## src/rtl/seq_control_unit.sv

```systemverilog
// Fetch/decode/execute sequencer for the RISC SPM datapath with ready-based memory waits, HALT/trap and a retired counter.
// Controls are combinational from state; NOP/NOT 3 cycles, ALU/branch 4, RD/WR 5, plus 1 per mem_ready=0 cycle.
module seq_control_unit #(
    parameter int DATA_W  = 8,
    parameter int REG_CNT = 4,
    parameter int OPC_W   = 4,
    parameter int CNT_W   = 16
) (
    input  logic                             in_clk,
    input  logic                             in_rst,
    input  logic [OPC_W+2*$clog2(REG_CNT)-1:0] instr,
    input  logic                             z_flag_in,
    input  logic                             mem_ready,
    input  logic                             resume,
    output logic [REG_CNT-1:0]               reg_rd_en,
    output logic [REG_CNT-1:0]               reg_wr_en,
    output logic [$clog2(REG_CNT):0]         mux_1_sel,
    output logic [1:0]                       mux_2_sel,
    output logic                             pc_rd_en,
    output logic                             pc_wr_en,
    output logic                             pc_cnt,
    output logic                             ir_wr_en,
    output logic                             reg_y_wr_en,
    output logic                             addr_wr_en,
    output logic                             mem_rd_en,
    output logic                             mem_wr_en,
    output logic                             halted,
    output logic                             illegal_op,
    output logic [CNT_W-1:0]                 retired
);
    localparam int REG_SEL_W = $clog2(REG_CNT);

    localparam logic [OPC_W-1:0] OP_NOP  = OPC_W'(0);
    localparam logic [OPC_W-1:0] OP_ADD  = OPC_W'(1);
    localparam logic [OPC_W-1:0] OP_SUB  = OPC_W'(2);
    localparam logic [OPC_W-1:0] OP_AND  = OPC_W'(3);
    localparam logic [OPC_W-1:0] OP_NOT  = OPC_W'(4);
    localparam logic [OPC_W-1:0] OP_RD   = OPC_W'(5);
    localparam logic [OPC_W-1:0] OP_WR   = OPC_W'(6);
    localparam logic [OPC_W-1:0] OP_BR   = OPC_W'(7);
    localparam logic [OPC_W-1:0] OP_BRZ  = OPC_W'(8);
    localparam logic [OPC_W-1:0] OP_HALT = OPC_W'(9);

    localparam logic [1:0] MUX2_ALU  = 2'd0;
    localparam logic [1:0] MUX2_BUS1 = 2'd1;
    localparam logic [1:0] MUX2_MEM  = 2'd2;
    localparam logic [1:0] MUX2_NONE = 2'd3;
    localparam logic [REG_SEL_W:0] PC_SEL = (REG_SEL_W+1)'(REG_CNT);

    typedef enum logic [3:0] {
        S_IDLE, S_FETCH_A, S_FETCH_M, S_DECODE, S_EXEC,
        S_OPND_M, S_DATA_RD, S_DATA_WR, S_HALT
    } state_t;

    state_t state, next_state;

    logic [OPC_W-1:0]     opcode;
    logic [REG_SEL_W-1:0] src;
    logic [REG_SEL_W-1:0] dst;

    assign {opcode, src, dst} = instr;

    // The opcode and both register fields must fit inside one memory word.
    assert property (@(posedge in_clk) (OPC_W + 2*REG_SEL_W) <= DATA_W);

    always_ff @(posedge in_clk) begin
        if (in_rst) begin
            state      <= S_IDLE;
            retired    <= '0;
            illegal_op <= 1'b0;
        end else begin
            state <= next_state;
            if (next_state == S_FETCH_A && state != S_IDLE && state != S_HALT)
                retired <= retired + CNT_W'(1);
            if (state == S_DECODE && next_state == S_HALT && opcode != OP_HALT)
                illegal_op <= 1'b1;
            else if (state == S_HALT && resume)
                illegal_op <= 1'b0;
        end
    end

    always_comb begin
        next_state = state;
        case (state)
            S_IDLE:    next_state = S_FETCH_A;
            S_FETCH_A: next_state = S_FETCH_M;
            S_FETCH_M: if (mem_ready) next_state = S_DECODE;
            S_DECODE: begin
                case (opcode)
                    OP_NOP, OP_NOT:         next_state = S_FETCH_A;
                    OP_ADD, OP_SUB, OP_AND: next_state = S_EXEC;
                    OP_RD, OP_WR, OP_BR:    next_state = S_OPND_M;
                    OP_BRZ:                 next_state = z_flag_in ? S_OPND_M : S_FETCH_A;
                    default:                next_state = S_HALT;
                endcase
            end
            S_EXEC: next_state = S_FETCH_A;
            S_OPND_M: begin
                if (mem_ready) begin
                    if (opcode == OP_RD)      next_state = S_DATA_RD;
                    else if (opcode == OP_WR) next_state = S_DATA_WR;
                    else                      next_state = S_FETCH_A;
                end
            end
            S_DATA_RD, S_DATA_WR: if (mem_ready) next_state = S_FETCH_A;
            S_HALT:               if (resume) next_state = S_FETCH_A;
            default:              next_state = S_IDLE;
        endcase
    end

    always_comb begin
        reg_rd_en   = '0;
        reg_wr_en   = '0;
        mux_1_sel   = '0;
        mux_2_sel   = MUX2_NONE;
        pc_rd_en    = 1'b0;
        pc_wr_en    = 1'b0;
        pc_cnt      = 1'b0;
        ir_wr_en    = 1'b0;
        reg_y_wr_en = 1'b0;
        addr_wr_en  = 1'b0;
        mem_rd_en   = 1'b0;
        mem_wr_en   = 1'b0;
        halted      = 1'b0;
        case (state)
            S_FETCH_A: begin
                pc_rd_en   = 1'b1;
                mux_1_sel  = PC_SEL;
                mux_2_sel  = MUX2_BUS1;
                addr_wr_en = 1'b1;
            end
            S_FETCH_M: begin
                mem_rd_en = 1'b1;
                mux_2_sel = MUX2_MEM;
                if (mem_ready) begin
                    ir_wr_en = 1'b1;
                    pc_cnt   = 1'b1;
                end
            end
            S_DECODE: begin
                case (opcode)
                    OP_ADD, OP_SUB, OP_AND: begin
                        reg_rd_en[dst] = 1'b1;
                        mux_1_sel      = {1'b0, dst};
                        mux_2_sel      = MUX2_BUS1;
                        reg_y_wr_en    = 1'b1;
                    end
                    OP_NOT: begin
                        reg_rd_en[src] = 1'b1;
                        mux_1_sel      = {1'b0, src};
                        mux_2_sel      = MUX2_ALU;
                        reg_wr_en[dst] = 1'b1;
                    end
                    OP_RD, OP_WR, OP_BR, OP_BRZ: begin
                        if (opcode != OP_BRZ || z_flag_in) begin
                            pc_rd_en   = 1'b1;
                            mux_1_sel  = PC_SEL;
                            mux_2_sel  = MUX2_BUS1;
                            addr_wr_en = 1'b1;
                        end else begin
                            pc_cnt = 1'b1;   // untaken BRZ skips its operand byte
                        end
                    end
                    default: ;
                endcase
            end
            S_EXEC: begin
                reg_rd_en[src] = 1'b1;
                mux_1_sel      = {1'b0, src};
                mux_2_sel      = MUX2_ALU;
                reg_wr_en[dst] = 1'b1;
            end
            S_OPND_M: begin
                mem_rd_en = 1'b1;
                mux_2_sel = MUX2_MEM;
                if (mem_ready) begin
                    if (opcode == OP_RD || opcode == OP_WR) begin
                        addr_wr_en = 1'b1;
                        pc_cnt     = 1'b1;
                    end else begin
                        pc_wr_en = 1'b1;
                    end
                end
            end
            S_DATA_RD: begin
                mem_rd_en = 1'b1;
                mux_2_sel = MUX2_MEM;
                if (mem_ready) reg_wr_en[dst] = 1'b1;
            end
            S_DATA_WR: begin
                reg_rd_en[src] = 1'b1;
                mux_1_sel      = {1'b0, src};
                mem_wr_en      = 1'b1;
            end
            S_HALT:  halted = 1'b1;
            default: ;
        endcase
    end
endmodule

```

## config.mk

```make
export PLATFORM = sky130hd
export DESIGN_NAME = seq_control_unit
export DESIGN_NICKNAME = d
export VERILOG_FILES = /design/src/rtl/seq_control_unit.sv
export SDC_FILE = /design/constraint.sdc
export NUM_CORES = 1
export LEC_CHECK = 0
export CORE_ASPECT_RATIO = 0.9
export CORE_MARGIN = 4
export CORE_UTILIZATION = 49
export CTS_CLUSTER_DIAMETER = 40
export DETAILED_ROUTE_END_ITERATION = 10
export PLACE_DENSITY = 0.87
export SKIP_CTS_REPAIR_TIMING = 1
export SYNTH_ARGS = -nofsm -noshare
export SYNTH_HDL_FRONTEND = slang
export SYNTH_SLANG_ARGS = --single-unit
```

## constraint.sdc

```tcl
create_clock -name in_clk -period 4.7 [get_ports in_clk]
set_input_delay 1.175 -clock in_clk [delete_from_list [all_inputs] [get_ports in_clk]]
set_output_delay 1.175 -clock in_clk [all_outputs]
set_load 0.02 [all_outputs]
```

==> qor.csv, run 1 <==
stage,metric,value,unit
drt,initial DRC count,92,
synth,Synth Area in XOR/XNOR,0.00559,
synth,Cells after Synth,225,
timing,crit share post-route,0.954,
floorplanning,IO Pins,52,
timing,Final Hold Fails,0,
floorplanning,Cell Rows,19,
placement,DPL Wire Length,2950,um
setup_path,R2R Setup Slk,2.23,ns
placement,# port buffers,51,
cts,CTS tree,yes,
final_layout,Final Util,0.685,
floorplanning,core footprint,0.00307,mm2
timing,Final WS setup,0.217,ns
hold_path,Hold Path Origin,retired[15],
setup_path,worst flop-to-flop path endpoint,retired[8],
timing,Least-Margin Pin Slew,0.976,ns
final_layout,Total Nets Final,283,
timing,total negative slack,0,ns
setup_path,Reg2Reg Launch Point,state[1],
synth,"Top FF cell, synth",dfxtp_1,
global_routing,initial antenna violation count,0,
cts,clock sink count,21,
final_layout,Multi-input gate area,0.00105,mm2
hold_path,Hold Path Sink,retired[15],
synth,async set-or-reset flop fraction in the synthesized netlist,0,
global_routing,first-pass GRT wire length,6000,um
cts,Num CTS Buffers,3,
setup_path,Reg2Reg Depth,5,
setup_path,CP Cell Sequence,clkdlybuf4s50_1 -> nor2b_1 -> nand4_1 -> a21oi_1 -> nand2_1 -> o21ai_0 -> clkdlybuf4s50_1,
hold_path,HP Class,reg2reg,
cts,Clock transition at path regs,0.11,ns
synth,top post-synthesis cells by count,"nor2_1, nand2_1, dfxtp_1",
synth,Synth top area share,0.268,
final_layout,# diodes,0,
power,total power,0.381,mW
setup_path,CP most frequent cell,clkdlybuf4s50_1,
synth,Mean Syn Cell Area,6.96,um2
setup_path,CP Launch Type,primary input,
timing,Setup-failing EPs final,0,
timing,minimum clock period,4.48,ns
drt,via count,1757,
final_layout,fill count,250,
timing,hold slack final,0.497,ns
flow_run,Max-Cap Viols,0,
setup_path,WP data required,3.52,ns
cts,"Clk Latency, worst-skew pair",0.30,ns
setup_path,Worst setup EP type,output port,
floorplanning,die area,0.00417,mm2
final_layout,Sequential cell area,420,um2
synth,synth top area cells,"dfxtp_1, nor2_1, mux2_2, nand2_1, nor2b_1",
cts,clock root cell,clkbuf_4,
synth,Synth Area in Compound Gates,0.180,
drt,post-route ant nets,0,
timing,RSZ-0062 raised after global routing,false,
floorplanning,chip height,61.6,um
setup_path,Crit Path Max Fanout,9,
global_routing,number of global-route vias before repair,1372,
synth,cell taking the most area after synthesis,dfxtp_1,
timing,FMAX,223,MHz
cts,CTS Buffer Depth,2,
drt,drt pass-1 iters,4,
drt,final WL,3960,um
cts,H-tree depth,1,
setup_path,WS Path Type,in2out,
placement,GP Congestion,0.903,
drt,DR DRC count,0,
global_routing,Congestion Overflow GR,0,
setup_path,crit path DAT,3.31,ns
synth,sequential-to-total area share from yosys stat,0.268,
timing,Rel. slew slack,0.347,
floorplanning,die width,67.6,um
placement,pre-CTS WS,0.241,ns
drt,WL per Instance,12.8,um
synth,post-synthesis adder-cell area fraction,0.00799,
synth,Netlist Area Pre-Place,0.00157,mm2
floorplanning,starting density of the core,0.511,
final_layout,share of cells above drive strength 1,0.0597,
synth,"count leader, synth",nor2_1,
power,Leakage,0.721,nW
synth,synth unique cells,42,
setup_path,slowest CP cell,clkdlybuf4s50_1,
timing,Max Clock Skew,0.00156,ns
synth,Post-synth EDFFs,0,
final_layout,Syn-to-layout area delta,34.0,%
timing,max-slew violations,0,
outcome,run status,"finished, final reports clean",
synth,largest family of logic cells by synthesized area,simple AND/OR/NAND/NOR gates,
hold_path,hold path depth,2,
power,IR Drop Worst-Case VDD,167,uV
synth,synth warn,0,
setup_path,Critical Path Max Stage Delay,0.63,ns
global_routing,total track usage,0.182,
power,pwr dens,182,mW/mm2
synth,post-synthesis mux area share,0.0575,
synth,syn_nets,239,
global_routing,largest net degree at the start of global routing,30,
synth,Seq cells post-synth,21,
drt,vias per cell,5.67,
synth,post-synthesis simple-gate area fraction,0.421,
==> cell type report <==
class | count | share of cell area
Timing Repair Buffer | 54 | 0.254
Clock buffer | 4 | 0.0125
Sequential cell | 21 | 0.200
Inverter | 4 | 0.00715
Tap cell | 42 | 0.0250
Multi-Input combinational cell | 185 | 0.501
==> per-stage QoR <==
step	std cells	area [um2]
3_5_place_dp	306	2070
5_1_grt	310	2100
6_report	310	2100
4_1_cts	310	2100
3_3_place_gp	306	2070
2_1_floorplan	225	1570
==> state kept, by name, indices dropped and copies added (netlist names) <==
signal and count:
illegal_op 1, retired 16, state 4
==> cell families (layout without fill, tap and decap cells) <==
family                     after synthesis  in the layout
DFF                                     21             21
adders and majority gates                1              1
xor gates and xnor gates                 1              1
muxes                                    8              8
buffers and inverters                   19             62
AOI/OAI and AO/OA                       45             45
and+or+nand+nor                        130            130
==> how the worst max path moves through the flow <==
| stage | to | slack [ns] | start | cells past startpoint |
|---|---|---|---|---|
| after CTS | reg_rd_en[1] | 0.24 | instr[6] | 7 |
| final | reg_rd_en[1] | 0.22 | instr[7] | 7 |
| after detailed placement | reg_rd_en[1] | 0.24 | instr[6] | 7 |
| after global routing | reg_wr_en[1] | 0.09 | instr[4] | 7 |
| after floorplan | reg_rd_en[2] | 0.56 | instr[7] | 4 |
| after global placement | reg_rd_en[1] | 0.29 | instr[6] | 7 |
==> where the power goes <==
| group | leakage (nW) | switching, mW | internal [mW] |
|---|---|---|---|
| Combinational | 0.536 | 0.0604 | 0.0439 |
| Sequential | 0.170 | 0.00880 | 0.181 |
| Clock | 0.0150 | 0.0543 | 0.0331 |
==> worst max-delay path, delay by kind of cell <==
| kind | cells | cell delay (ns) |
|---|---|---|
| AO/OA/AOI/OAI | 2 | 0.49 |
| AND/OR/NAND/NOR | 3 | 0.48 |
| buffers and inverters | 2 | 1.17 |
==> routing by layer <==
layer,part of all wire,GRT usage,wire length (um),vias to the layer above
met1,0.48,0.254,1900,798
met4,0.0040,0.0231,16,0
met2,0.45,0.300,1770,56
met5,0,0,0,-
li1,-,-,-,901
met3,0.070,0.0347,276,2
==> cells in the final DEF, fill, tap and decap left out, types with 6 or more instances in the layout <==
| cell type | count |
|---|---|
| nand3_1 | 14 |
| mux2_2 | 8 |
| nor3_1 | 15 |
| clkdlybuf4s50_1 | 51 |
| nor2b_1 | 13 |
| o31ai_1 | 6 |
| nor2_1 | 32 |
| a21oi_1 | 13 |
| o21ai_0 | 9 |
| dfxtp_1 | 21 |
| nand2_1 | 24 |
| or4_1 | 6 |
(Power assumes the default switching activity.)
==> inputs of run 2 (changes only) <==
--- a/config.mk
+++ b/config.mk
@@ -9,6 +9,7 @@
 export CORE_MARGIN = 4
 export CORE_UTILIZATION = 49
 export CTS_CLUSTER_DIAMETER = 40
+export CTS_CLUSTER_SIZE = 28
 export DETAILED_ROUTE_END_ITERATION = 10
 export PLACE_DENSITY = 0.87
 export SKIP_CTS_REPAIR_TIMING = 1
==> results of run 2 <==
Same layout as run 1: the final DEF is identical, and so are final timing and power.
